--- src/rtl/lc3b_types.sv ---
// Shared LC-3b out-of-order core types: word/ROB tag widths, the CDB broadcast
// record and the CDB requester index map.
package lc3b_types;

  typedef logic [15:0] lc3b_word;
  typedef logic [2:0]  lc3b_rob_addr;

  typedef struct packed {
    logic         valid;
    lc3b_rob_addr tag;
    lc3b_word     value;
  } lc3b_cdb_t;

  localparam int NUM_CDB_REQ   = 4;
  localparam int CDB_REQ_ALU0  = 0;
  localparam int CDB_REQ_ALU1  = 1;
  localparam int CDB_REQ_ALU2  = 2;
  localparam int CDB_REQ_LDBUF = 3;

endpackage

--- src/rtl/cdb_rr_pick.sv ---
// Combinational round-robin picker: first set request at or after ptr,
// wrapping explicitly so NUM_REQ need not be a power of two.
module cdb_rr_pick #(
  parameter int NUM_REQ = 4,
  parameter int PTR_W   = 2
) (
  input  logic [NUM_REQ-1:0] req,
  input  logic [PTR_W-1:0]   ptr,
  output logic [NUM_REQ-1:0] gnt,
  output logic [PTR_W-1:0]   idx
);

  logic w_found;
  int   w_cand;

  always_comb begin
    gnt     = '0;
    idx     = '0;
    w_found = 1'b0;
    w_cand  = 0;
    for (int k = 0; k < NUM_REQ; k++) begin
      w_cand = int'(ptr) + k;
      if (w_cand >= NUM_REQ) w_cand = w_cand - NUM_REQ;
      if (!w_found && req[w_cand]) begin
        w_found      = 1'b1;
        gnt[w_cand]  = 1'b1;
        idx          = PTR_W'(w_cand);
      end
    end
  end

endmodule

--- src/rtl/cdb_arbiter.sv ---
// Common Data Bus arbiter: round-robin grant among result producers and a
// registered one-cycle CDB broadcast. Optional macro CDB_PERF_CNT_EN adds a
// saturating request-conflict counter output.
module cdb_arbiter
  import lc3b_types::*;
#(
  parameter int NUM_REQ = NUM_CDB_REQ,
  parameter int TAG_W   = $bits(lc3b_rob_addr),
  parameter int DATA_W  = $bits(lc3b_word)
) (
  input  logic                   clk,
  input  logic                   rst,
  input  logic                   flush,
  input  logic [NUM_REQ-1:0]     req,
  input  logic [NUM_REQ*TAG_W-1:0]  req_tag,
  input  logic [NUM_REQ*DATA_W-1:0] req_value,
  output logic [NUM_REQ-1:0]     gnt,
  output logic                   cdb_valid,
  output logic [TAG_W-1:0]       cdb_tag,
  output logic [DATA_W-1:0]      cdb_value
`ifdef CDB_PERF_CNT_EN
  ,
  output logic [15:0]            perf_conflict_cnt
`endif
);

  localparam int PTR_W = (NUM_REQ > 1) ? $clog2(NUM_REQ) : 1;

  logic [PTR_W-1:0]   r_ptr;
  logic               r_cdb_valid;
  logic [TAG_W-1:0]   r_cdb_tag;
  logic [DATA_W-1:0]  r_cdb_value;

  logic [NUM_REQ-1:0] w_req_eff;
  logic [NUM_REQ-1:0] w_gnt;
  logic [PTR_W-1:0]   w_idx;
  logic               w_any;
  lc3b_cdb_t          w_cdb;

  // Flush and reset mask every request so no grant can escape in those cycles.
  assign w_req_eff = (flush || rst) ? '0 : req;

  cdb_rr_pick #(
    .NUM_REQ (NUM_REQ),
    .PTR_W   (PTR_W)
  ) u_pick (
    .req (w_req_eff),
    .ptr (r_ptr),
    .gnt (w_gnt),
    .idx (w_idx)
  );

  assign w_any = |w_gnt;
  assign gnt   = w_gnt;

  always_ff @(posedge clk or posedge rst) begin
    if (rst) begin
      r_ptr       <= '0;
      r_cdb_valid <= 1'b0;
      r_cdb_tag   <= '0;
      r_cdb_value <= '0;
    end else if (w_any) begin
      r_cdb_valid <= 1'b1;
      r_cdb_tag   <= req_tag[w_idx*TAG_W +: TAG_W];
      r_cdb_value <= req_value[w_idx*DATA_W +: DATA_W];
      r_ptr       <= (int'(w_idx) == NUM_REQ - 1) ? '0 : w_idx + 1'b1;
    end else begin
      r_cdb_valid <= 1'b0;
    end
  end

  assign w_cdb.valid = r_cdb_valid;
  assign w_cdb.tag   = r_cdb_tag;
  assign w_cdb.value = r_cdb_value;

  assign cdb_valid = w_cdb.valid;
  assign cdb_tag   = w_cdb.tag;
  assign cdb_value = w_cdb.value;

`ifdef CDB_PERF_CNT_EN
  logic [15:0] r_perf_cnt;

  always_ff @(posedge clk or posedge rst) begin
    if (rst) begin
      r_perf_cnt <= '0;
    end else if (!flush && ($countones(req) >= 2) && (r_perf_cnt != 16'hFFFF)) begin
      r_perf_cnt <= r_perf_cnt + 16'd1;
    end
  end

  assign perf_conflict_cnt = r_perf_cnt;
`endif

endmodule

--- config.mk ---
export PLATFORM = sky130hd
export DESIGN_NAME = cdb_arbiter
export DESIGN_NICKNAME = d
export VERILOG_FILES = /design/src/rtl/lc3b_types.sv /design/src/rtl/cdb_rr_pick.sv /design/src/rtl/cdb_arbiter.sv
export SDC_FILE = /design/constraint.sdc
export NUM_CORES = 1
export LEC_CHECK = 0
export CAP_MARGIN = 20
export CORE_ASPECT_RATIO = 0.7
export CORE_MARGIN = 2
export CORE_UTILIZATION = 41
export CTS_BUF_LIST = sky130_fd_sc_hd__clkbuf_16
export CTS_CLUSTER_DIAMETER = 60
export CTS_CLUSTER_SIZE = 24
export DETAILED_ROUTE_END_ITERATION = 7
export PLACE_DENSITY = 0.86
export SETUP_SLACK_MARGIN = 0.02
export SLEW_MARGIN = 0
export SYNTH_ARGS = -nofsm -noshare
export SYNTH_HDL_FRONTEND = slang
export SYNTH_SLANG_ARGS = --single-unit
--- constraint.sdc ---
create_clock -name clk -period 6.96 [get_ports clk]
set_clock_uncertainty 0.15 [all_clocks]
set_input_delay 1.044 -clock clk [delete_from_list [all_inputs] [get_ports clk]]
set_output_delay 1.044 -clock clk [all_outputs]
set_load 0.01 [all_outputs]
# == Yosys cells after proc, flatten, opt, wreduce, memory -nomap -nowiden ==
# Index checks and enable logic that the tools add are counted.
# totals
elab_cells,81
out_inout_bits,24
inputBits,83
register_bits,22
# classes
shift,2
reduce_logical,12
magnitude_cmp,12
n_eq_ne,1
n_mux,38
n_addsub,8
bitwise,3
mul,1
# op_table
cell,count
$ge A32 B1 Y1 const B,4
$lt A32 B4 Y1 const B,4
$mux W32,4
$ge A32 B4 Y1 const B,3
$sub A32 B4 Y32 const B,3
$shiftx A64 B7 Y16,1
$mux W4,5
$mux W1,16
$or A4 B4 Y4,3
$shiftx A12 B5 Y3,1
$mux W2,5
$bmux W1 S2,4
$demux W1 S2,4
$logic_and A1 B1 Y1,7
$add A2 B2 Y3 const B,2
$mul A2 B2 Y4 const B,1
$reduce_or A4 Y1,1
$sub A2 B3 Y4 const B,1
$add A2 B1 Y3 const B,1
$ge A2 B3 Y1 const B,1
$logic_not A1 Y1,3
$add A2 B1 Y2 const B,1
$eq A2 B1 Y1 const B,1
$logic_or A1 B1 Y1,1

# == Logic depth before layout (Yosys ltp) ==
# Gate-level depths: netlist (run 1).
# logic_depth
ltp_word,17
depth_mapped,11
ltp_nobuf,8

# == Cells and area by module ==
# Synthesis (run 1) repeated with hierarchy kept, for this count alone.
# unflattened
cells_unflattened,127
hier_area_um2,1793.0
# modules_own_cells
mod,cells_each,seq_area_each_um2,area_each_um2,instances
cdb_arbiter,78,550.5,1336.3,1
cdb_rr_pick,49,0.0,456.7,1

# == Worst setup path after synthesis (run 1) ==
# No wires, ideal clock.
# synth_path
path_type,flip-flop to output port
from,register r_ptr[0]
to,output port gnt[3]
path_slack_ns,3.222
path_buffers,2
required_time_ns,5.766
arrival_ns,2.544
stages_incl_launch_ff,8
path_cell_list,dfrtp_1 > buf_2 > inv_1 > ha_1 > buf_2 > mux4_2 > nor4_1 > a221o_1
# synth_between
elab_chain_cells,15
elab_cells_between_ends,63
cone_classes,add/sub (7); order compare (12); mux (31); bitwise (3); reduce/logical (10)
# synth_rtl
element,line_no,source
"start, declared",cdb_arbiter.sv:29,logic [PTR_W-1:0] r_ptr;
"start signal, assigned",cdb_arbiter.sv:66,r_ptr <= (int'(w_idx) == NUM_REQ - 1) ? '0 : w_idx + 1'b1;
branches (longest 14 deep; another with $sub A32 B4 Y32),-,
$mux W4 (*),cdb_rr_pick.sv:24,if (!w_found && req[w_cand]) begin
"end, declared",cdb_arbiter.sv:17,"output logic [NUM_REQ-1:0] gnt,"
# Every way passes the cells marked *. The select of a mux whose other input is x is not followed.

# == Final worst setup path (run 1) ==
# layout_path
from,register r_ptr[0]
to,output port gnt[0]
# Same word-level chain as after synthesis.

==> results.py, run 1 <==
metrics = {
    "status": {
        "status": "completed",
    },
    "route": {
        "final_antenna_net_count": 0,
        "drt-initial-drc-count": 79,
        "routed_wl_um": 4990,
        "via_per_inst": 5.71,
        "drc": 0,
        "vias": 1718,
        "first_pass_iters": 4,
        "wire_per_inst_um": 16.6,
    },
    "placement": {
        "place_inst": 297,
        "gp_congestion": 0.842,
        "portBuffers": 106,
        "dp_worst_setup_slack_ns": 2.09,
        "place_area_mm2": 0.00291,
        "dp_hpwl_um": 3960,
    },
    "worst_setup_path": {
        "crit_start": "r_ptr[0]",
        "cp-end-kind": "output pin",
        "cp_cell_sequence": "inv_1, ha_1, mux4_2, nor4_1, a221o_1, clkdlybuf4s50_1",
        "start_kind": "register",
        "critPathBufInv": 2,
        "critPathMaxStageDelay_ns": 0.69,
        "r2r-start": "r_ptr[0]",
        "reg2reg_depth": 9,
        "reg2reg_slack_ns": 3.04,
        "worst_path_max_delay_cell": "dfrtp_1",
        "crit_type": "reg -> out",
        "cp_max_fo": 18,
        "crit_arrival_ns": 3.78,
        "critPathTopFamily": "buffers and inverters",
        "worstPathRequired_ns": 5.77,
        "r2r_end": "cdb_value[5]",
        "critPathCapture": "gnt[0]",
        "path_depth": 6,
    },
    "layout": {
        "stdcell_area_mm2": 0.00300,
        "instances_no_fill": 301,
        "area_delta_synth_final_pct": 63.1,
        "final_common_cell": "clkdlybuf4s50_1",
        "final_cell_mix": "clkdlybuf4s50_1 (106), dfrtp_1 (22), mux4_2 (21)",
        "nNetsFinal": 339,
        "drive_gt1_share_pct": 13.0,
        "antenna_cells": 0,
        "utilization_pct": 69.2,
    },
    "logic_synthesis": {
        "synth.distinct_cells": 37,
        "synth.ff_latch_count": 22,
        "synth.area.top_cells": "dfrtp_1 (30%), mux4_2 (26%), mux2_1 (11%)",
        "synth_top_area_share_pct": 30.0,
        "synth_largest_area_cell": "dfrtp_1",
        "synth-simple-area-share_pct": 7.76,
        "syn_inst": 148,
        "async_flop_share_pct": 100,
        "yosysSeqAreaShare_pct": 30.0,
        "synth_top_family_by_area": "multiplexers",
        "synth.avg_cell_area_um2": 12.4,
        "synthMuxAreaShare_pct": 39.1,
        "syn_nets": 239,
        "synthFlopType": "dfrtp_1",
        "synth_xor_area_share_pct": 0.477,
        "synth_compound_area_share_pct": 11.0,
        "yosys.area_share.adder_pct": 5.45,
        "synth_area_mm2": 0.00184,
        "yosysWarnings": 0,
        "synth-edff-count": 0,
    },
    "power_and_ir_drop": {
        "power_mw": 0.942,
        "ir_drop_mv": 0.246,
        "leakagePower_nw": 1.18,
        "powerDensity_mw_per_mm2": 314,
    },
    "clock_network": {
        "cts-root-buf": "clkbuf_16",
        "cts_buffer_depth": 2,
        "cts_htree_levels": 1,
        "cts_buffers": 3,
        "clk_pin_slew_ns": 0.05,
        "ctsResizeCount": 0,
        "cts_setup_buffers": 0,
        "cts_tree": "built",
        "insertion_delay_ns": 0.25,
        "hold_buffers": 0,
        "cts_sinks": 22,
    },
    "timing": {
        "slew_headroom_pct": 44.7,
        "worst_slack_ns": 1.99,
        "slew_violations": 0,
        "finalHoldViolations": 0,
        "rsz0062_at_grt": "false",
        "min_period_ns": 4.97,
        "tns_ns": 0,
        "worst_pin_slew_ns": 0.829,
        "max_freq_mhz": 201,
        "finalCritPeriodShare_pct": 71.4,
        "setup_viol": 0,
        "hold_slack_ns": 0.337,
    },
    "die": {
        "core_mm2": 0.00433,
        "pin_count": 107,
        "die_area_mm2": 0.00504,
        "die_w_um": 84.0,
        "start_util_pct": 42.5,
        "die_h_um": 60.0,
        "row_count": 20,
    },
    "grt": {
        "grt_max_degree": 23,
        "globalRouteOverflowTotal": 0,
        "grt_use_total_pct": 19.7,
        "grt_pass1_wl_um": 7800,
        "grt_antenna_before_repair": 0,
        "grt_pass1_vias": 1667,
    },
    "worst_hold_path": {
        "hold_path_class": "reg -> reg",
        "hold_path_depth": 1,
    },
    "job": {
        "drv_cap": 0,
    },
}
area by class of cell:
type                            instances  area [µm²]
Clock buffer                            3        75.1
Multi-Input combinational cell        102        1180
Sequential cell                        22         551
Timing Repair Buffer                  109        1090
Fill cell                             310        1330
Tap cell                               55        68.8
Inverter                               10        37.5
metal layers:
layer / vias to the layer above / routed length [µm] / GRT usage (%)
li1: 777 / - / -
met1: 829 / 1930 / 24.1
met2: 108 / 2430 / 33.7
met3: 4 / 620 / 8.15
met4: 0 / 23 / 3.69
met5: - / 0 / 0
cell families (layout without fill, tap and decap cells):
kind of cell	Yosys count	in the layout
xor gates and xnor gates	1	1
AOI/OAI and AO/OA	27	27
adders and majority gates	8	8
and+or+nand+nor	23	23
muxes	43	43
DFF	22	22
buffers and inverters	24	122
state kept, by name (all words and copies together) (netlist names):
register / flops
cdb_tag: 3
cdb_valid: 1
cdb_value: 16
r_ptr: 2
Yosys cell counts (all sizes together), types with 3 or more instances:
library cell	number
nand2	5
nor2	6
dfrtp	22
ha	8
mux4	21
clkbuf	5
a221o	4
buf	9
a21oi	5
nor2b	3
mux2	20
or3b	4
inv	10
o21ai	4
worst min-delay path by stage:
stage,startpoint,to
global route,cdb_value[6],cdb_value[6]
detailed placement,cdb_value[4],cdb_value[4]
finish,cdb_tag[0],cdb_tag[0]
CTS,cdb_tag[0],cdb_tag[0]
floorplan,cdb_tag[0],cdb_tag[0]
global placement,cdb_value[7],cdb_value[7]
where the power goes:
| part | switching, mW | leakage [nW] | internal [mW] | total, mW |
|---|---|---|---|---|
| Sequential | 0.0491 | 0.259 | 0.195 | 0.244 |
| Combinational | 0.249 | 0.886 | 0.332 | 0.582 |
| Clock | 0.0405 | 0.0370 | 0.0757 | 0.116 |
| Total | 0.339 | 1.18 | 0.603 | 0.942 |
(Power assumes the default switching activity.)
==> run 2, diff against run 1 <==
CORE_UTILIZATION = 38   (was 41)
PLACE_DENSITY = 0.81   (was 0.86)
clock period = 5 ns   (was 6.96 ns; I/O delays follow)
==> results.py, run 2 (synthesized netlist as in run 1, its figures left out) <==
metrics = {
    "layout": {
        "antenna_cells": 0,
        "nNetsFinal": 339,
        "final_cell_mix": "clkdlybuf4s50_1 (106), dfrtp_1 (22), mux4_2 (21)",
        "area_delta_synth_final_pct": 63.2,
        "final_common_cell": "clkdlybuf4s50_1",
        "drive_gt1_share_pct": 13.0,
        "nFillCells": 379,
        "largest_reg_flops": 16,
    },
    "placement": {
        "dp_worst_setup_slack_ns": 0.625,
        "dp_hpwl_um": 3940,
        "portBuffers": 106,
        "gp_congestion": 0.958,
    },
    "die": {
        "row_count": 21,
        "core_mm2": 0.00473,
        "die_w_um": 87.1,
        "die_h_um": 62.2,
        "pin_count": 107,
        "die_area_mm2": 0.00542,
        "start_util_pct": 38.9,
    },
    "worst_setup_path": {
        "cp_max_fo": 18,
        "worstPathRequired_ns": 4.10,
        "crit_type": "reg -> out",
        "crit_arrival_ns": 3.77,
        "cp-end-kind": "output pin",
        "start_kind": "register",
    },
    "power_and_ir_drop": {
        "leakagePower_nw": 1.18,
        "power_mw": 1.31,
        "switchingPower_mw": 0.468,
        "ir_drop_mv": 0.193,
        "swShare_pct": 35.8,
        "p_seq_share_pct": 26.0,
        "pwr-share-clk_pct": 12.4,
        "powerDensity_mw_per_mm2": 436,
        "p_int_mw": 0.840,
        "combPwrFrac_pct": 61.6,
    },
    "clock_network": {
        "hold_buffers": 0,
        "cts_setup_buffers": 0,
        "cts_sinks": 22,
        "cts_buffers": 3,
        "insertion_delay_ns": 0.25,
        "cts_htree_levels": 1,
        "clk_pin_slew_ns": 0.06,
        "cts_tree": "built",
        "ctsResizeCount": 0,
        "cts_buffer_depth": 2,
        "cts-root-buf": "clkbuf_16",
    },
    "timing": {
        "slew_headroom_pct": 45.0,
        "rsz0062_at_grt": "false",
        "max_freq_mhz": 214,
        "finalHoldViolations": 0,
        "worst_pin_slew_ns": 0.824,
        "setup_viol": 0,
        "tns_ns": 0,
        "slew_violations": 0,
        "min_period_ns": 4.67,
        "worst_slack_ns": 0.333,
        "finalCritPeriodShare_pct": 93.3,
    },
    "grt": {
        "grt_use_total_pct": 18.9,
        "globalRouteOverflowTotal": 0,
        "grt_pass1_wl_um": 8080,
        "grt_antenna_before_repair": 0,
        "grt.busiest_layer": "met2",
        "grt_use_met1_pct": 24.5,
        "grt_max_degree": 23,
        "use_met2_pct": 30.4,
        "grt_pass1_vias": 1662,
        "grt_util_met3_pct": 8.11,
    },
    "route": {
        "via_per_inst": 5.53,
        "wire_per_inst_um": 16.3,
        "vias": 1681,
        "final_antenna_net_count": 0,
        "routed_wl_um": 4940,
        "drc": 0,
        "first_pass_iters": 4,
        "drt-initial-drc-count": 136,
    },
    "worst_hold_path": {
        "hold_path_class": "reg -> reg",
    },
    "status": {
        "status": "completed",
    },
    "job": {
        "drv_cap": 0,
    },
}
run 2: layout make-up:
cell class | instances | area [µm²] | share of cell area, %
Tap cell | 57 | 71.3 | 2.38
Clock inverter | 1 | 3.75 | 0.125
Timing Repair Buffer | 109 | 1080 | 36.1
Multi-Input combinational cell | 102 | 1180 | 39.3
Inverter | 10 | 37.5 | 1.25
Clock buffer | 3 | 75.1 | 2.50
Sequential cell | 22 | 551 | 18.3
run 2: worst max-delay path, stage by stage, from the launching register on:
cell	delay, ns
dfrtp_1	0.68
inv_1	0.23
ha_1	0.54
mux4_2	0.59
nor4_1	0.58
a221o_1	0.33
clkdlybuf4s50_1	0.56
run 2: path summary, 6_finish.rpt:
kind / from / endpoint / slack [ns] / cells past startpoint
min reg2reg: cdb_value[2] / cdb_value[2] / 0.34 / 1
min in group asynchronous: rst / cdb_value[14] / 0.88 / 2
max reg2reg: r_ptr[0] / cdb_value[1] / 1.13 / 8
min: cdb_value[2] / cdb_value[2] / 0.34 / 1
max: r_ptr[0] / gnt[2] / 0.33 / 6
max in group asynchronous: rst / cdb_value[4] / 3.30 / 2
run 2: through the flow:
| stage | instances | hold WS [ns] | util [%] | area [µm²] |
|---|---|---|---|---|
| finish | 304 | 0.340 | 63.4 | 3000 |
| global route | 304 | 0.344 | 63.4 | 3000 |
| CTS | 304 | 0.343 | 63.4 | 3000 |
| detailed placement | 300 | 0.331 | 61.8 | 2920 |
| global placement | 300 | 0.323 | 61.8 | 2920 |
| floorplan | 148 | 0.384 | - | 1840 |
run 2: power groups by stage:
stage	sequential (mW)	combinational, mW	clock [mW]
final	0.340	0.806	0.162
after floorplan	0.362	0.466	0
after global routing	0.355	0.876	0.178
after CTS	0.341	0.813	0.168
after detailed placement	0.343	0.809	0
after global placement	0.336	0.799	0
run 2: per-layer routing:
layer  up-vias  routed length, µm
li1        780                  -
met1       809               2090
met2        90               2320
met3         2                513
met4         0                 16
met5         -                  0
==> run 3, diff against run 2 <==
TNS_END_PERCENT = 10   (was not set)
==> results of run 3 <==
Final layout, timing and power as in run 2 (identical DEF).
==> variant: new RTL, flow settings as in run 2 <==
The package constant `NUM_CDB_REQ` goes from 4 to 2.
--- a/src/rtl/lc3b_types.sv
+++ b/src/rtl/lc3b_types.sv
@@ -11,7 +11,7 @@
     lc3b_word     value;
   } lc3b_cdb_t;
 
-  localparam int NUM_CDB_REQ   = 4;
+  localparam int NUM_CDB_REQ   = 2;
   localparam int CDB_REQ_ALU0  = 0;
   localparam int CDB_REQ_ALU1  = 1;
   localparam int CDB_REQ_ALU2  = 2;
Interface: changed (resized gnt, req, req_tag and req_value); port bits go from 107 to 65. No check against the original RTL was run, so the function may have changed too.
==> variant against run 2 <==
  * Cell count decreased by 43%
  * Final area shrank 44%
  * Critical endpoint is now gnt[0]
  * Sequential cell count down 1
  * Combinational power shrank 79%
  * Setup slack improved by 1.4 ns
  * Critical path type is now input port to primary output
  * Largest cell class is now non-clock buffers
  * Synthesized area shrank 48%
  * Die area down 46%
  * Routed wire length decreased by 43%
  * Total power decreased by 57%
==> variant: results (changes against run 2) <==
Outcome
  • Status: finished clean

Route
  • Iteration-0 DRC Markers: 32 (-76%)
  • Wire per inst: 16.3 um (+0.47%)
  • Vias: 952 (-43%)
  • Routed WL: 2830 um (-43%)
  • DRT antenna net count: 0 (unchanged)

Synthesis
  • Post-synthesis cell count: 77 (-48%)
  • Top cells by area, synth: dfrtp_1 55%, a221o_1 20%, and3_1 12%
  • Seq/Total Area, Yosys: 0.551 (+0.252)
  • Post-synth cell types: 15 (-59%)
  • Synth Net Count: 120 (-50%)
  • Async SR Flop Fraction: 1.00 (unchanged)
  • Synth cell count leaders: 21 x dfrtp_1, 19 x a221o_1, 19 x and3_1

Cells and area
  • Layout cells sized above 1: 0.0647 (-0.0648)
  • Layout Nets: 183 (-46%)
  • Filler cells: 182 (-52%)
  • Diode count: 0 (unchanged)

Power and ir drop
  • Leak: 0.000766 uW (-35%)
  • VDD IR max: 0.000177 V (-8.2%)

CTS
  • H-tree depth: 1 (unchanged)
  • CTS root buf: clkbuf_16
  • Post-CTS Setup Inserts: 0 (unchanged)

Place
  • Routability cong.: 0.654 (-32%)
  • Cells after DPL: 169 (-44%)
  • DP Area: 1600 um^2 (-45%)
  • Port-buffer cells: 64 (-40%)
  • Post-detail-place hpwl: 2070 um (-47%)

Worst setup path
  • Max stage delay on crit path: 0.51 ns (-0.17 ns)
  • Worst reg2reg endpoint: cdb_tag[1]$_DFFE_PP0P_
  • Critical Path Sink: gnt[0]
  • R2r startpoint: r_ptr$_DFFE_PP0P_
  • Critical path fanouts, max: 21 (+3)
  • Worst Reg-to-Reg Cells: 3 (-5)
  • Worst R2R Setup Slack: 3.40 ns (+2.27 ns)
  • CP max stage cell: clkdlybuf4s50_1
  • CP Launch Point: req[1]
  • WP data arrival: 2.38 ns (-1.39 ns)

Global routing
  • Tot GR Track Use: 0.193 (+0.00428)
  • Initial antenna violation count: 0 (unchanged)
  • Met1 Track Usage GR: 0.236 (-0.00982)
  • First-pass GRT wire length: 4230 um (-48%)
  • Number of global-route vias before repair: 888 (-47%)
  • Met3 Use GR: 0.0371 (-0.0440)
  • M2 GR Usage: 0.358 (+0.0539)
  • Pin count of the biggest net entering global routing: 22 (-4.3%)

Die
  • Chip width: 63.9 um (-27%)

STA
  • Fin worst setup slack: 1.72 ns (+1.39 ns)
  • Slew at the pin with the worst max-slew slack: 0.793 ns (-0.0314 ns)
  • Fin Hold WS: 0.363 ns (+0.0226 ns)
variant: power breakdown:
part,switching [uW],leakage (uW),internal (uW)
sequential,19.4,0.000260,203
combinational,59.7,0.000464,111
clock,59.7,0.0000409,107
total,139,0.000766,421
variant: final cells by class:
class	count	area, um^2	area share
sequential	21	526	0.313
tap	34	42.5	0.0253
multi-input combinational	46	370	0.220
clock buffer	3	75.1	0.0446
inverter	2	7.51	0.00446
timing repair buffer	66	656	0.390
clock inverter	1	5.00	0.00298
variant: worst min-delay path by stage:
stage	start	slack [ns]	end
6_report	cdb_value[15]$_DFFE_PP0P_	0.36	cdb_value[15]$_DFFE_PP0P_
5_1_grt	cdb_value[1]$_DFFE_PP0P_	0.39	cdb_value[1]$_DFFE_PP0P_
4_1_cts	cdb_value[10]$_DFFE_PP0P_	0.37	cdb_value[10]$_DFFE_PP0P_
3_5_place_dp	cdb_value[8]$_DFFE_PP0P_	0.35	cdb_value[8]$_DFFE_PP0P_
3_3_place_gp	cdb_value[3]$_DFFE_PP0P_	0.35	cdb_value[3]$_DFFE_PP0P_
2_1_floorplan	r_ptr$_DFFE_PP0P_	0.33	r_ptr$_DFFE_PP0P_
variant: kinds of logic (layout without fill, tap and decap cells):
group / count (synthesis) / after routing / synth area share
AO/OA/AOI/OAI: 21 / 21 / 0.215
buffers and inverters: 10 / 72 / 0.0604
flip-flops: 21 / 21 / 0.551
AND/OR/NAND/NOR: 25 / 25 / 0.173
variant: layer usage:
| layer | up-vias | wire length (um) |
|---|---|---|
| met3 | 2 | 132 |
| met4 | 0 | 28 |
| li1 | 429 | - |
| met2 | 39 | 1540 |
| met1 | 482 | 1120 |
| met5 | - | 0 |
variant: worst max-delay path: cells and delay by family:
kind | cells | cell delay (ns)
buf+inv | 2 | 0.98
simple gates | 2 | 0.64
